`src/rtl/rpm_div_sched_if.sv`:
```
// Handshake/result bundle for the shared-divider RPM scheduler.
// The bench drives the master side and the scheduler uses the slave side.
interface rpm_div_sched_if #(
    parameter int DATA_WIDTH = 16
);
    logic [3:0]            req_i;
    logic [15:0]           pulse_cnt_i;
    logic [63:0]           tick_cnt_i;
    logic                  ovf_clr_i;
    logic                  rpm_valid_o;
    logic [1:0]            rpm_ch_o;
    logic [DATA_WIDTH-1:0] rpm_data_o;
    logic                  busy_o;
    logic [3:0]            ovf_o;

    modport master (
        output req_i, pulse_cnt_i, tick_cnt_i, ovf_clr_i,
        input  rpm_valid_o, rpm_ch_o, rpm_data_o, busy_o, ovf_o
    );

    modport slave (
        input  req_i, pulse_cnt_i, tick_cnt_i, ovf_clr_i,
        output rpm_valid_o, rpm_ch_o, rpm_data_o, busy_o, ovf_o
    );
endinterface

```
`src/rtl/rpm_div_sched.sv`:
```
// Four-channel RPM calculator: pulse*SCALE/tick through one shared
// 32-cycle restoring divider, served in round-robin order.
module rpm_div_sched #(
    parameter int DATA_WIDTH = 16,
    parameter int SCALE      = 367647
) (
    input  logic           clk,
    input  logic           rstn,
    rpm_div_sched_if.slave bus
);
    typedef enum logic [1:0] {IDLE, LOAD, DIV, DONE} state_t;

    localparam logic [31:0] SCALE_C = 32'(SCALE);
    localparam logic [31:0] MAX_Q   = 32'((64'd1 << DATA_WIDTH) - 64'd1);

    state_t                state, state_nxt;
    logic [3:0]            pending;
    logic [3:0]            pulse_hold [4];
    logic [15:0]           tick_hold  [4];
    logic [1:0]            last_ch;
    logic [1:0]            grant_ch;
    logic [1:0]            pick_ch;
    logic                  pick_vld;
    logic                  grant;
    logic [3:0]            grant_mask;
    logic [3:0]            op_pulse;
    logic [15:0]           op_tick;
    logic [31:0]           quot;
    logic [31:0]           rem;
    logic [31:0]           divisor;
    logic [32:0]           rem_shift;
    logic                  rem_ge;
    logic [4:0]            bit_cnt;
    logic                  valid_q;
    logic [1:0]            ch_q;
    logic [DATA_WIDTH-1:0] data_q;
    logic [3:0]            ovf_q;

    // Scanning offsets from far to near lets the nearest pending channel after last_ch win.
    always_comb begin
        pick_vld = 1'b0;
        pick_ch  = 2'd0;
        for (int i = 3; i >= 0; i--) begin
            if (pending[last_ch + 2'(i) + 2'd1]) begin
                pick_vld = 1'b1;
                pick_ch  = last_ch + 2'(i) + 2'd1;
            end
        end
    end

    assign grant      = (state == IDLE) && pick_vld;
    assign grant_mask = grant ? (4'b0001 << pick_ch) : 4'b0000;

    always_ff @(posedge clk or negedge rstn) begin
        if (!rstn) begin
            state <= IDLE;
        end else begin
            state <= state_nxt;
        end
    end

    always_comb begin
        state_nxt = state;
        case (state)
            IDLE:    if (pick_vld) state_nxt = LOAD;
            LOAD:    state_nxt = (op_tick == 16'd0) ? DONE : DIV;
            DIV:     if (bit_cnt == 5'd31) state_nxt = DONE;
            DONE:    state_nxt = IDLE;
            default: state_nxt = IDLE;
        endcase
    end

    // A request for the channel being granted re-arms pending without counting as overrun.
    always_ff @(posedge clk or negedge rstn) begin
        if (!rstn) begin
            pending <= 4'd0;
            ovf_q   <= 4'd0;
            for (int c = 0; c < 4; c++) begin
                pulse_hold[c] <= 4'd0;
                tick_hold[c]  <= 16'd0;
            end
        end else begin
            pending <= (pending & ~grant_mask) | bus.req_i;
            ovf_q   <= (ovf_q & ~{4{bus.ovf_clr_i}}) | (bus.req_i & pending & ~grant_mask);
            for (int c = 0; c < 4; c++) begin
                if (bus.req_i[c]) begin
                    pulse_hold[c] <= bus.pulse_cnt_i[4*c +: 4];
                    tick_hold[c]  <= bus.tick_cnt_i[16*c +: 16];
                end
            end
        end
    end

    assign rem_shift = {rem, quot[31]};
    assign rem_ge    = rem_shift >= {1'b0, divisor};

    // quot starts as the dividend and fills with quotient bits as it shifts left.
    always_ff @(posedge clk or negedge rstn) begin
        if (!rstn) begin
            grant_ch <= 2'd0;
            last_ch  <= 2'd3;
            op_pulse <= 4'd0;
            op_tick  <= 16'd0;
            quot     <= 32'd0;
            rem      <= 32'd0;
            divisor  <= 32'd0;
            bit_cnt  <= 5'd0;
            valid_q  <= 1'b0;
            ch_q     <= 2'd0;
            data_q   <= '0;
        end else begin
            valid_q <= 1'b0;
            case (state)
                IDLE: begin
                    if (pick_vld) begin
                        grant_ch <= pick_ch;
                        op_pulse <= pulse_hold[pick_ch];
                        op_tick  <= tick_hold[pick_ch];
                    end
                end
                LOAD: begin
                    quot    <= 32'({28'd0, op_pulse} * SCALE_C);
                    divisor <= {16'd0, op_tick};
                    rem     <= 32'd0;
                    bit_cnt <= 5'd0;
                end
                DIV: begin
                    rem     <= rem_ge ? 32'(rem_shift - {1'b0, divisor}) : rem_shift[31:0];
                    quot    <= {quot[30:0], rem_ge};
                    bit_cnt <= bit_cnt + 5'd1;
                end
                DONE: begin
                    valid_q <= 1'b1;
                    ch_q    <= grant_ch;
                    last_ch <= grant_ch;
                    data_q  <= ((op_tick == 16'd0) || (quot > MAX_Q)) ? '1 : quot[DATA_WIDTH-1:0];
                end
                default: ;
            endcase
        end
    end

    assign bus.rpm_valid_o = valid_q;
    assign bus.rpm_ch_o    = ch_q;
    assign bus.rpm_data_o  = data_q;
    assign bus.busy_o      = (state != IDLE);
    assign bus.ovf_o       = ovf_q;
endmodule

```
`src/flat_wrapper.sv`:
```
// flat-port wrapper written by rule: the top's interface ports become plain ports
module rpm_div_sched_flat 
#(
    parameter int DATA_WIDTH = 16,
    parameter int SCALE      = 367647
)
  (clk, rstn, bus_req_i, bus_pulse_cnt_i, bus_tick_cnt_i, bus_ovf_clr_i, bus_rpm_valid_o, bus_rpm_ch_o, bus_rpm_data_o, bus_busy_o, bus_ovf_o);
  rpm_div_sched_if #(.DATA_WIDTH(DATA_WIDTH)) bus_i ();
  input  logic clk;
  input  logic rstn;
  input wire logic [$bits(bus_i.req_i)-1:0] bus_req_i;
  input wire logic [$bits(bus_i.pulse_cnt_i)-1:0] bus_pulse_cnt_i;
  input wire logic [$bits(bus_i.tick_cnt_i)-1:0] bus_tick_cnt_i;
  input wire logic [$bits(bus_i.ovf_clr_i)-1:0] bus_ovf_clr_i;
  output wire logic [$bits(bus_i.rpm_valid_o)-1:0] bus_rpm_valid_o;
  output wire logic [$bits(bus_i.rpm_ch_o)-1:0] bus_rpm_ch_o;
  output wire logic [$bits(bus_i.rpm_data_o)-1:0] bus_rpm_data_o;
  output wire logic [$bits(bus_i.busy_o)-1:0] bus_busy_o;
  output wire logic [$bits(bus_i.ovf_o)-1:0] bus_ovf_o;
  assign bus_i.req_i = bus_req_i;
  assign bus_i.pulse_cnt_i = bus_pulse_cnt_i;
  assign bus_i.tick_cnt_i = bus_tick_cnt_i;
  assign bus_i.ovf_clr_i = bus_ovf_clr_i;
  assign bus_rpm_valid_o = bus_i.rpm_valid_o;
  assign bus_rpm_ch_o = bus_i.rpm_ch_o;
  assign bus_rpm_data_o = bus_i.rpm_data_o;
  assign bus_busy_o = bus_i.busy_o;
  assign bus_ovf_o = bus_i.ovf_o;
  rpm_div_sched #(.DATA_WIDTH(DATA_WIDTH), .SCALE(SCALE)) u_core (.clk(clk), .rstn(rstn), .bus(bus_i));
endmodule
```
`config.mk`:
```
export PLATFORM = sky130hd
export DESIGN_NAME = rpm_div_sched_flat
export DESIGN_NICKNAME = d
export VERILOG_FILES = /design/src/rtl/rpm_div_sched_if.sv /design/src/rtl/rpm_div_sched.sv /design/src/flat_wrapper.sv
export SDC_FILE = /design/constraint.sdc
export NUM_CORES = 1
export LEC_CHECK = 0
export CORE_MARGIN = 2
export CORE_UTILIZATION = 55
export CTS_CLUSTER_SIZE = 8
export DETAILED_ROUTE_END_ITERATION = 10
export DONT_BUFFER_PORTS = 1
export PLACE_DENSITY = 0.7
export RECOVER_POWER = 25
export SETUP_SLACK_MARGIN = 0.2
export SYNTH_ARGS = -nofsm -noshare
export SYNTH_HDL_FRONTEND = slang
export SYNTH_SLANG_ARGS = --single-unit
```
`constraint.sdc`:
```
create_clock -name clk -period 4.4 [get_ports clk]
set_input_delay 0.22 -clock clk [delete_from_list [all_inputs] [get_ports clk]]
set_output_delay 0.22 -clock clk [all_outputs]
set_load 0.03 [all_outputs]
```
==> impl_summary.md, run 1 <==
STA
Static timing analysis puts the maximum clock frequency at 0.307 GHz. The worst-case headroom to the max-slew limit is 0.204. Final hold analysis gives a worst-case slack of -0.610 ns.

Adding up every negative setup slack in the final design gives 0 ns. Counting I/O delays and the setup requirement, the final critical path takes between 3 and 4 ns. The number of hold-slack violations in the final timing report is approximately 220. The slew of the pin with the lowest slew margin is roughly 1.2 ns. The count of final max-slew check failures is 0.

Setup violations remaining at the end of the flow were counted as 0. Between clock sinks in the finished design, the worst skew comes to 0.0129 ns. Setup repair after global routing left no endpoint under its margin. The period utilization is 0.741.

GRT
The number of antenna violations at the first check in global routing is 0. The pin count of the biggest net entering global routing is 219. The combined global-route utilization of all metal layers is 0.263. The global-route wire length before repair is 47100 um. The number of global-route vias before repair is 8972. The residual overflow from global routing is 0.

Synth
The fraction of the mapped netlist area in adder cells is 0.0680. After synthesis, the cell types taking the most area are sky130_fd_sc_hd__dfrtp_1 (47%), sky130_fd_sc_hd__mux2_2 (8.2%), sky130_fd_sc_hd__ha_1 (5.2%). By count the netlist is led by sky130_fd_sc_hd__dfrtp_1 (216), sky130_fd_sc_hd__nand2_1 (140), sky130_fd_sc_hd__mux2_2 (84).

sky130_fd_sc_hd__dfrtp_1 is the most common cell in the netlist. The total of flip-flops plus latches after synthesis is 218. The async set-or-reset flop fraction in the synthesized netlist is 1.00. The multiplexer fraction of the synthesized cell area is 0.0955. A synthesized cell averages 10.2 um2. The synthesized-area fraction occupied by ao, oa, aoi and oai cells is 0.161.

The number of distinct library cells after synthesis is 64. The synthesized netlist occupies a cell area of 0.0115 mm2. The area share of the largest cell type after synthesis is 0.471. The cell type with the largest total area after synthesis is sky130_fd_sc_hd__dfrtp_1. The number of warning messages in the yosys log is 0. The simple-gate share of the synthesized area is 0.140. For this run, the leading register cell type out of synthesis is sky130_fd_sc_hd__dfrtp_1. The post-synthesis sequential area ratio is 0.475. The main combinational cell family by area after synthesis is compound AO/OA/AOI/OAI gates. The post-synthesis instance total is 1125.

The number of enable flip-flop cells after synthesis is 0. Of the total synthesized cell area, the portion taken by XOR and XNOR cells is 0.0168. Synthesis produced a netlist with a net count of approximately 1300.

Clock network
Gates resized during post-CTS repair numbered 0. Clock-pin slew was measured on the worst setup and hold paths at 0.05 ns. No sink is reached through more buffers than the 3 on the longest clock path. The clock root buffer is sky130_fd_sc_hd__clkbuf_16. The number of clock buffers added by TritonCTS is 31.

The clock drives approximately 220 sinks. In this run the number of H-tree levels came out at 1. The CTS tree is done.

The later pin in the worst-skew pair is clocked with a latency of 0.54 ns. Post-CTS timing repair inserted 0 buffers for setup. For this design, the CTS-stage hold fixing added 85 buffers.

Floorplanning
The floorplan step set the die width to 148 um. The placeable core region is between 0.02 and 0.025 mm2. ~110 I/O pins were placed. The area of the die is 0.0220 mm2. For this configuration, the core starts out at a cell density of 0.564. The number of placement rows is 52.

The vertical die dimension is between 100 and 150 um.

Drt
After detailed routing, the number of remaining DRC violations is 0. The violation count after the first detailed-route iteration is approximately 640. The via count is between 8000 and 9000. After detailed routing, the number of vias per cell comes to between 5 and 6.

The count of TritonRoute iterations in the first routing pass is 4. The average wire length per cell after detail routing is around 19 um. The count of antenna-violating nets left after detailed routing is 0.

Wires add up to 28600 um.

Finish
The utilization after layout is 0.655. The share of cells above drive strength 1 is 0.123. Once layout is complete, the cells apart from fillers number 1473. The number of nets in the layout is 1336. In the final layout, flip-flops and latches occupy 0.00546 mm2. Summing all multi-input logic gate instances after layout gives roughly 0.0055 mm2. The area growth from synthesis to layout is 16.3%. The fill cell total of the finished layout is about 1500. The antenna cell count is 0.

Setup path
The category of the worst setup path capture point is a register. The critical path launch point is u_core.op_pulse[1]$_DFFE_PN0P_. In this run the worst path has a maximum fanout of 7. For the worst flop-to-flop path, the logic depth is 12. The critical path is of the reg2reg type.

The worst register-to-register path has a setup slack of 1.14 ns. The arrival time at the worst endpoint is 3.64 ns. The required time of the worst setup path is ~4.8 ns. The startpoint identified for the worst register-to-register timing path is u_core.op_pulse[1]$_DFFE_PN0P_. The capturing point of the worst reg2reg path is u_core.quot[9]$_DFFE_PN0P_. The startpoint class of the critical path is a register.

Pwr
IR analysis of the VDD net gives a maximum drop of 0.465 mV. The post-layout total power is 11200 uW. Summed over all cells, the static leakage comes to 0.00603 uW.

The areal power density over the cells is 837 mW/mm2.

Flow run
Max-cap violations in this run came to 0.

Placement
The routability congestion estimate is 0.896. Detailed placement ended at an HPWL of 17000 um. The total of buffers placed on input and output ports is 0. The cell total after placement is 1344.

Worst hold path
The min-delay analysis places its worst path in the category in2async.

Run status
The checks that failed: negative hold slack. The flow ran to the end, but the final reports show violations.
-- registers in the layout, indices dropped and copies added, names as in the netlist, 4 cells and up --
register	count
u_core.bus.rpm_data_o	16
u_core.pending	4
u_core.rem	32
u_core.op_pulse	4
u_core.divisor	16
u_core.bit_cnt	5
u_core.quot	32
u_core.op_tick	16
u_core.pulse_hold	16
u_core.bus.ovf_o	4
u_core.tick_hold	64
-- layout make-up --
cell class,instances,share of cell area
multi-input cells,781,0.415
well taps,270,0.0253
inverters,62,0.0174
clock buffers,43,0.0615
clock inverters,1,0.000656
flip-flops and latches,218,0.409
repair buffers,98,0.0711
-- per-layer routing --
metal | part of all wire | global-route usage
met2 | 0.47 | 0.428
met3 | 0.062 | 0.0528
met1 | 0.44 | 0.362
met4 | 0.024 | 0.0771
met5 | 0 | 0
-- power breakdown --
part	total, uW	internal (uW)	switching (uW)
logic	5890	2350	3540
clock network	2090	1260	829
registers	3190	2590	599
-- worst max-delay path: stages, from the launching register on --
cell,delay (ns)
sky130_fd_sc_hd__dfrtp_1,0.47
sky130_fd_sc_hd__fa_1,0.67
sky130_fd_sc_hd__inv_1,0.11
sky130_fd_sc_hd__fa_1,0.49
sky130_fd_sc_hd__inv_1,0.06
sky130_fd_sc_hd__ha_1,0.27
sky130_fd_sc_hd__a21o_1,0.15
sky130_fd_sc_hd__a21oi_1,0.23
sky130_fd_sc_hd__o21bai_1,0.09
sky130_fd_sc_hd__a22o_1,0.23
sky130_fd_sc_hd__a21o_1,0.18
sky130_fd_sc_hd__nand3_1,0.08
sky130_fd_sc_hd__a31oi_1,0.09
-- layout by cell type, fill, tap and decap left out, types with 12 or more instances in the layout --
master / count
sky130_fd_sc_hd__o22a_1: 17
sky130_fd_sc_hd__clkbuf_1: 12
sky130_fd_sc_hd__dfrtp_1: 216
sky130_fd_sc_hd__nor2_1: 48
sky130_fd_sc_hd__buf_4: 13
sky130_fd_sc_hd__nand3_1: 37
sky130_fd_sc_hd__o21ai_0: 58
sky130_fd_sc_hd__a311oi_1: 20
sky130_fd_sc_hd__xnor2_1: 14
sky130_fd_sc_hd__inv_1: 61
sky130_fd_sc_hd__mux2i_1: 15
sky130_fd_sc_hd__nor3_1: 13
sky130_fd_sc_hd__and3_1: 27
sky130_fd_sc_hd__nand2_1: 140
sky130_fd_sc_hd__a21oi_1: 52
sky130_fd_sc_hd__dlygate4sd3_1: 85
sky130_fd_sc_hd__ha_1: 47
sky130_fd_sc_hd__nor4_1: 13
sky130_fd_sc_hd__a21o_1: 36
sky130_fd_sc_hd__mux2_2: 84
sky130_fd_sc_hd__o2bb2ai_1: 12
sky130_fd_sc_hd__clkbuf_16: 31
-- per-stage QoR --
step	worst slack (ns)	area (um2)
global placement	1.23	11700
detailed placement	1.12	11700
global route	0.976	13300
finish	1.14	13300
floorplan	1.39	11500
CTS	1.15	13300
-- cell families (layout without fill, tap and decap cells) --
| group | Yosys count | after routing |
|---|---|---|
| flip-flops | 218 | 218 |
| adder cells (fa/ha/maj) | 57 | 57 |
| buffers and inverters | 126 | 204 |
| AO/OA/AOI/OAI | 269 | 269 |
| multiplexers | 99 | 99 |
| XOR/XNOR | 22 | 22 |
| AND/OR/NAND/NOR | 334 | 334 |
-- worst max-delay path by stage --
stage	endpoint	slack, ns	depth (start not counted)
detailed placement	u_core.quot[9]$_DFFE_PN0P_	1.12	12
floorplan	u_core.quot[9]$_DFFE_PN0P_	1.39	12
global route	u_core.quot[9]$_DFFE_PN0P_	0.98	12
global placement	u_core.quot[9]$_DFFE_PN0P_	1.23	12
CTS	u_core.quot[9]$_DFFE_PN0P_	1.15	12
finish	u_core.quot[9]$_DFFE_PN0P_	1.14	12
No activity file was read; power rests on OpenSTA's default activity.
==> inputs of run 2 (changes only) <==
==> constraint.sdc (replaced) <==
create_clock -name clk -period 3.3 [get_ports clk]
set_input_delay 0.165 -clock clk [delete_from_list [all_inputs] [get_ports clk]]
set_output_delay 0.165 -clock clk [all_outputs]
set_load 0.03 [all_outputs]
==> run 2 against run 1 <==
Compared with the run above: the run still ends with negative hold slack left; highest routed layer unchanged; design area increased by 1.8%; via count is 1.5% higher; largest cell class unchanged; critical endpoint unchanged; clock-buffer cell count rose by 2; clock power grew 37%; wire length rose by 0.66%.
==> impl_summary.md, run 2 (synthesized netlist as in run 1, its figures left out) <==
STA
The clock tree skew after final layout was 0.0129 ns (about the same). The number of hold-slack violations in the final timing report was 218 (unchanged). The slew of the pin with the lowest slew margin came to 1.13 ns (was 1.19 ns). The total negative slack for setup checks is 0 ns (unchanged). The final setup violation count came to 0 (unchanged). Setup repair after global routing missed its margin: yes (was no). The worst-case headroom to the max-slew limit was 0.246 (was 0.204).

The count of final max-slew check failures came to 0 (unchanged). The period utilization is 0.918 (was 0.741). The post-route minimum period is 3.03 ns (was 3.26 ns). The highest attainable clock frequency came to 0.330 GHz (was 0.307 GHz).

The worst slack on hold paths is -0.678 ns (was -0.610 ns).

Finish
The largest register by flop count is u_core.tick_hold (unchanged). The number of nets in the layout came to 1356 (was 1336). The area taken by multi-input logic gates is 0.00557 mm2 (was 0.00554 mm2). The fill cell total of the finished layout came to 1531 (was 1506). The footprint of the flip-flops and latches is 0.00546 mm2 (unchanged). The most common cell after layout, fill and taps aside is sky130_fd_sc_hd__dfrtp_1 (unchanged). The final standard cell count with taps included and fillers excluded is 1498 (was 1473). Commonest cells after routing, fill and taps aside: sky130_fd_sc_hd__dfrtp_1 (216), sky130_fd_sc_hd__nand2_1 (140), sky130_fd_sc_hd__dlygate4sd3_1 (85) (unchanged). The area growth from synthesis to layout is 18.3% (was 16.3%). Top flop regs: u_core.tick_hold (64), u_core.quot (32), u_core.rem (32) (unchanged).

The flip-flop count of the largest register after layout is 64 (unchanged). The share of cells above drive strength 1 is 0.148 (was 0.123).

Setup path
The required time of the worst setup path is 3.69 ns (was 4.78 ns). The largest fanout on the critical path is 4 (was 7). The startpoint class of the critical path was a register (unchanged). The number of cell instances on the worst register-to-register path is 12 (unchanged). The arrival time at the worst endpoint is 3.42 ns (was 3.64 ns).

The category of the critical setup timing path is reg2reg (unchanged). The category of the worst setup path capture point is a register (unchanged).

Clock network
The number of buffers inserted during clock tree synthesis is 31 (unchanged). The CTS tree was done (unchanged). The worst-skew pair later-pin latency is 0.55 ns (was 0.54 ns). The number of sinks on the clock net is 218 (unchanged). The maximum clock path buffer count is 3 (unchanged). The number of buffers added to fix hold violations after cts is 85 (unchanged). The clock root buffer is sky130_fd_sc_hd__clkbuf_16 (unchanged). The post-CTS clock slew at the launch and capture registers of the worst setup and hold paths is 0.05 ns (about the same). The depth of the CTS H-tree is 1 (unchanged).

Drt
The count of antenna-violating nets left after detailed routing is 0 (unchanged). The overall routed net length is 28700 um (was 28600 um). The average wire length per cell after detail routing was 19.2 um (was 19.4 um). The post-detailed-route via-to-cell ratio is 5.99 (was 6.00). The via count is 8968 (was 8835). The count of TritonRoute iterations in the first routing pass is 5 (was 4). The violation count after the first detailed-route iteration is 464 (was 637).

The DRC violation count after routing is 0 (unchanged).

GRT
The number of global-route vias before repair is 9258 (was 8972). The residual overflow from global routing came to 0 (unchanged). The combined global-route utilization of all metal layers is 0.266 (was 0.263). The pin count of the biggest net entering global routing is 219 (unchanged). The global-route wire length before repair is 47600 um (was 47100 um). The number of antenna violations at the first check in global routing is 2 (was 0).

Pwr
The total leakage power was 0.00615 uW (was 0.00603 uW). The maximum VDD drop is 0.591 mV (was 0.465 mV). The areal power density over the cells is 1140 mW/mm2 (was 837 mW/mm2).

Worst hold path
The class of the most critical hold timing path was in2async (unchanged).

Floorplanning
The vertical die dimension is 148 um (unchanged). The area of the die is 0.0220 mm2 (unchanged). The number of placement rows is 52 (unchanged).

The width of the die came to 148 um (unchanged). The placeable core region is 0.0204 mm2 (unchanged). The initial core utilization came to 0.564 (unchanged). The number of I/O pins came to 111 (unchanged).

Placement
The estimated wirelength of the detail-placed design is 17800 um (was 17000 um). The routability congestion estimate was 0.923 (was 0.896). The total of buffers placed on input and output ports is 0 (unchanged).

The cell total after placement came to 1361 (was 1344).

Flow run
The max capacitance violation total was 0 (unchanged).

Run status
Result of the run: finished, violations left (unchanged). Violated checks: negative hold slack (unchanged).
run 2: cell count changes in the layout (fill, tap and decap cells not counted), sizes merged:
cell	before	now
inv	61	62
clkbuf	43	45
buf	13	33
diode	0	2
run 2: per-layer routing:
metal,up-vias,track usage,part of all wire
met5,-,0,0
met4,0,0.0762,0.024
met3,56,0.0500,0.059
met2,281,0.437,0.48
met1,4424,0.365,0.44
li1,4207,-,-
run 2: repair_timing:
| action | 4_1_cts | 5_1_grt |
|---|---|---|
| endpoints found under the hold margin | 306 | 218 |
| setup buffers | 1 | 2 |
| endpoints found under the setup margin | 2 | 12 |
| pin swaps | 1 | 2 |
| gates resized for setup | 2 | 10 |
run 2: worst max-delay path: stages, from the launching register on:
cell and delay, ns:
sky130_fd_sc_hd__dfrtp_1 0.40, sky130_fd_sc_hd__fa_2 0.63, sky130_fd_sc_hd__inv_2 0.06, sky130_fd_sc_hd__fa_1 0.49
sky130_fd_sc_hd__inv_2 0.05, sky130_fd_sc_hd__ha_1 0.26, sky130_fd_sc_hd__a21o_1 0.16, sky130_fd_sc_hd__a21oi_2 0.14
sky130_fd_sc_hd__o21bai_1 0.08, sky130_fd_sc_hd__a22o_1 0.23, sky130_fd_sc_hd__a21o_1 0.18, sky130_fd_sc_hd__nand3_1 0.08
sky130_fd_sc_hd__a31oi_1 0.10
run 2: metrics by stage:
step	worst slack (ns)	instance area [um2]	total power [uW]	hold WS [ns]	utilization
5_1_grt	0.141	13600	16700	-0.702	0.667
6_report	0.271	13600	15400	-0.678	0.667
2_1_floorplan	0.294	11500	10200	-0.131	-
4_1_cts	0.205	13500	15200	-0.704	0.665
3_3_place_gp	0.209	11800	12000	-0.115	0.580
3_5_place_dp	0.131	11800	12100	-0.115	0.580
run 2: final timing paths:
kind	from	end	slack, ns
worst max register to register	u_core.op_pulse[3]$_DFFE_PN0P_	u_core.quot[9]$_DFFE_PN0P_	0.27
worst min-delay path	rstn	u_core.rem[17]$_DFFE_PN0P_	-0.68
max in group asynchronous	rstn	u_core.last_ch[0]$_DFFE_PN1P_	3.51
worst max-delay path	u_core.op_pulse[3]$_DFFE_PN0P_	u_core.quot[9]$_DFFE_PN0P_	0.27
min in group clk	bus_tick_cnt_i[4]	u_core.tick_hold[52]$_DFFE_PN0P_	0.30
worst min register to register	u_core.grant_ch[1]$_DFFE_PN0P_	u_core.grant_ch[1]$_DFFE_PN0P_	0.48
run 2: cell type report:
cell class	count	share of cell area
multi-input combinational	781	0.410
clock inverter	2	0.00184
timing repair buffer	118	0.0818
clock buffer	45	0.0617
tap	270	0.0249
sequential	218	0.402
antenna	2	0.000368
inverter	62	0.0171
run 2: report_power, final:
group,internal (uW),leakage (uW),switching [uW]
Sequential,3450,0.00262,767
Clock,1730,0.000418,1150
Combinational,3440,0.00311,4910
Total,8620,0.00615,6820
==> inputs of run 3 (changes only) <==
--- a/config.mk
+++ b/config.mk
@@ -6,11 +6,10 @@
 export NUM_CORES = 1
 export LEC_CHECK = 0
 export CORE_MARGIN = 2
-export CORE_UTILIZATION = 55
+export CORE_UTILIZATION = 25
 export CTS_CLUSTER_SIZE = 8
 export DETAILED_ROUTE_END_ITERATION = 10
 export DONT_BUFFER_PORTS = 1
-export PLACE_DENSITY = 0.7
 export RECOVER_POWER = 25
 export SETUP_SLACK_MARGIN = 0.2
 export SYNTH_ARGS = -nofsm -noshare
==> run 3 against run 2 <==
Compared with the run above: the run still ends with negative hold slack left; sequential cell count stayed put; critical path depth stayed put; sequential power hardly changed; combinational power is 0.7% lower; wire length is 2.0% higher; via count is 2.1% lower; hold slack worse by 0.012 ns; design area is 2.9% higher; final cell count is 22% higher; non-clock buffer count is 3 lower; total power hardly changed; clock skew is 0.0032 ns lower; critical endpoint unchanged; highest routed layer unchanged.
==> impl_summary.md, run 3 (synthesized netlist as in run 1, its figures left out) <==
Run status
Result of the run: finished, violations left (unchanged). Violated checks: negative hold slack (unchanged).

Drt
The post-detailed-route via-to-cell ratio is 4.82 (was 5.99). The DRC violation count after routing is 0 (unchanged). The violation count after the first detailed-route iteration is 498 (was 464).

The count of antenna-violating nets left after detailed routing is 0 (unchanged). The average wire length per cell after detail routing is 16.1 um (was 19.2 um). The count of TritonRoute iterations in the first routing pass was 5 (unchanged). The via count is 8779 (was 8968). The overall routed net length is 29300 um (was 28700 um).

Setup path
The category of the critical setup timing path was reg2reg (unchanged). The top cell family by delay on the critical path is adder cells (unchanged). The capturing point of the worst reg2reg path is u_core.quot[9]$_DFFE_PN0P_ (unchanged). The largest fanout on the critical path is 4 (unchanged). The startpoint class of the critical path was a register (unchanged). Worst-path cell chain: fa_2, inv_2, fa_1, inv_2, ha_4, a21o_1, a21oi_2, o21bai_1, a22o_1, a21o_1, nand3_1, a31oi_1 (was fa_2, inv_2, fa_1, inv_2, ha_1, a21o_1, a21oi_2, o21bai_1, a22o_1, a21o_1, nand3_1, a31oi_1).

The reg-to-reg critical path startpoint is u_core.op_pulse[3]$_DFFE_PN0P_ (unchanged). The critical-path cell with the highest stage delay is sky130_fd_sc_hd__fa_2 (unchanged). The number of cell instances on the worst register-to-register path is 12 (unchanged). The category of the worst setup path capture point is a register (unchanged). The buffers plus inverters on the worst setup path is 2 (unchanged). The arrival time at the worst endpoint is 3.40 ns (was 3.42 ns). The delay of the slowest critical-path stage is 0.62 ns (was 0.63 ns).

The minimum setup slack among reg-to-reg paths is 0.31 ns (was 0.27 ns). The required time of the worst setup path is 3.71 ns (was 3.69 ns).

Finish
Commonest cells after routing, fill and taps aside: sky130_fd_sc_hd__dfrtp_1 (216), sky130_fd_sc_hd__nand2_1 (140), sky130_fd_sc_hd__dlygate4sd3_1 (85) (unchanged). The flip-flop count of the largest register after layout is 64 (unchanged). The number of nets in the layout is 1353 (was 1356). Top flop regs: u_core.tick_hold (64), u_core.quot (32), u_core.rem (32) (unchanged). The largest register by flop count is u_core.tick_hold (unchanged).

The share of cells above drive strength 1 is 0.146 (was 0.148). The fill cell total of the finished layout came to 4591 (was 1531). The area growth from synthesis to layout is 21.8% (was 18.3%). The final design instance area without fill is 0.0140 mm2 (was 0.0136 mm2). The most common cell after layout, fill and taps aside is sky130_fd_sc_hd__dfrtp_1 (unchanged). The utilization after layout is 0.308 (was 0.667).

STA
The post-route minimum period is 2.99 ns (was 3.03 ns). The worst path setup slack after routing came to 0.305 ns (was 0.271 ns). The total negative slack for setup checks was 0 ns (unchanged). The highest attainable clock frequency came to 0.334 GHz (was 0.330 GHz). Setup repair after global routing missed its margin: yes (unchanged).

The clock tree skew after final layout is 0.00968 ns (was 0.0129 ns). The period utilization is 0.908 (was 0.918). The worst slack on hold paths is -0.690 ns (was -0.678 ns). The slew of the pin with the lowest slew margin is 1.12 ns (was 1.13 ns). The worst-case headroom to the max-slew limit came to 0.250 (was 0.246). The number of hold-slack violations in the final timing report is 218 (unchanged). The final setup violation count is 0 (unchanged). The count of final max-slew check failures is 0 (unchanged).

Clock network
The number of buffers inserted during clock tree synthesis is 31 (unchanged). The number of sinks on the clock net is 218 (unchanged). The depth of the CTS H-tree is 1 (unchanged). The post-CTS clock slew at the launch and capture registers of the worst setup and hold paths came to 0.06 ns (was 0.05 ns). The clock root buffer is sky130_fd_sc_hd__clkbuf_16 (unchanged). The number of buffers added to fix hold violations after cts is 85 (unchanged). The maximum clock path buffer count is 3 (unchanged). The worst-skew pair later-pin latency came to 0.56 ns (was 0.55 ns).

The CTS tree is done (unchanged).

GRT
The pin count of the biggest net entering global routing is 219 (unchanged). The number of antenna violations at the first check in global routing is 2 (unchanged). The global-route wire length before repair came to 48900 um (was 47600 um). The number of global-route vias before repair is 9210 (was 9258). The residual overflow from global routing is 0 (unchanged).

The combined global-route utilization of all metal layers is 0.124 (was 0.266).

Placement
The routability congestion estimate came to 0.818 (was 0.923). The total of buffers placed on input and output ports is 0 (unchanged). The setup slack at placement is 0.154 ns (was 0.131 ns). The post-place instance area is 0.0122 mm2 (was 0.0118 mm2). The estimated wirelength of the detail-placed design is 19400 um (was 17800 um).

Pwr
The clock network fraction of total power is 0.189 (was 0.186). The areal power density over the cells is 1110 mW/mm2 (was 1140 mW/mm2). The net switching component of the power is 6780 uW (was 6820 uW). The switching share of power is 0.439 (was 0.442).

The combinational cell fraction of total power came to 0.536 (was 0.541). The portion of total power attributed to sequential cells is 0.274 (was 0.273). The internal cell power came to 8680 uW (was 8620 uW). The total leakage power is 0.00613 uW (was 0.00615 uW). The maximum VDD drop was 0.614 mV (was 0.591 mV).

Floorplanning
The area of the die is 0.0476 mm2 (was 0.0220 mm2). The number of I/O pins is 111 (unchanged). The initial core utilization came to 0.253 (was 0.564). The placeable core region is 0.0454 mm2 (was 0.0204 mm2). The vertical die dimension is 218 um (was 148 um). The width of the die is 218 um (was 148 um). The number of placement rows is 78 (was 52).

Flow run
The max capacitance violation total was 0 (unchanged).

Worst hold path
The class of the most critical hold timing path was in2async (unchanged).
## run 3: metal layers
layer	GRT usage	share of wire	wire length, um
met1	0.160	0.45	13200
met5	0	0	0
met4	0.0363	0.021	616
met3	0.0274	0.053	1550
met2	0.208	0.47	13900
## run 3: final cells by class
type	count	area (um2)	share of cell area
Multi-Input combinational cell	781	5590	0.400
Sequential cell	218	5460	0.391
Timing Repair Buffer	115	1080	0.0770
Clock buffer	42	827	0.0592
Tap cell	600	751	0.0537
Inverter	62	233	0.0167
Clock inverter	2	38.8	0.00278
Antenna cell	2	5.00	0.000358
## run 3: through the flow
step	std cells	total power (uW)
4_1_cts	1818	15300
6_report	1822	15500
5_1_grt	1822	16700
3_3_place_gp	1688	12000
2_1_floorplan	1125	10200
3_5_place_dp	1688	12100
## run 3: power by group through the flow
stage	clock (uW)	sequential (uW)	combinational (uW)
global placement	0	4260	7740
floorplan	0	4080	6080
global route	3110	4350	9290
detailed placement	0	4280	7870
finish	2930	4240	8290
CTS	2990	4240	8060
## run 3: worst max path at each step
stage	start	to	slack, ns	depth (start not counted)
finish	u_core.op_pulse[3]$_DFFE_PN0P_	u_core.quot[9]$_DFFE_PN0P_	0.31	12
floorplan	u_core.op_pulse[1]$_DFFE_PN0P_	u_core.quot[9]$_DFFE_PN0P_	0.29	12
detailed placement	u_core.op_pulse[1]$_DFFE_PN0P_	u_core.quot[9]$_DFFE_PN0P_	0.15	12
global placement	u_core.op_pulse[1]$_DFFE_PN0P_	u_core.quot[9]$_DFFE_PN0P_	0.20	12
global route	u_core.op_pulse[2]$_DFFE_PN0P_	u_core.quot[20]$_DFFE_PN0P_	0.18	12
CTS	u_core.op_pulse[1]$_DFFE_PN0P_	u_core.quot[20]$_DFFE_PN0P_	0.22	12
## run 3: repair_timing
action                                  in CTS  in global routing
resized for setup                            2                  9
setup buffers                                1                  2
gates cloned                                 0                  0
hold endpoints to repair                   306                218
pin swaps                                    1                  9
endpoints found under the setup margin       2                  6
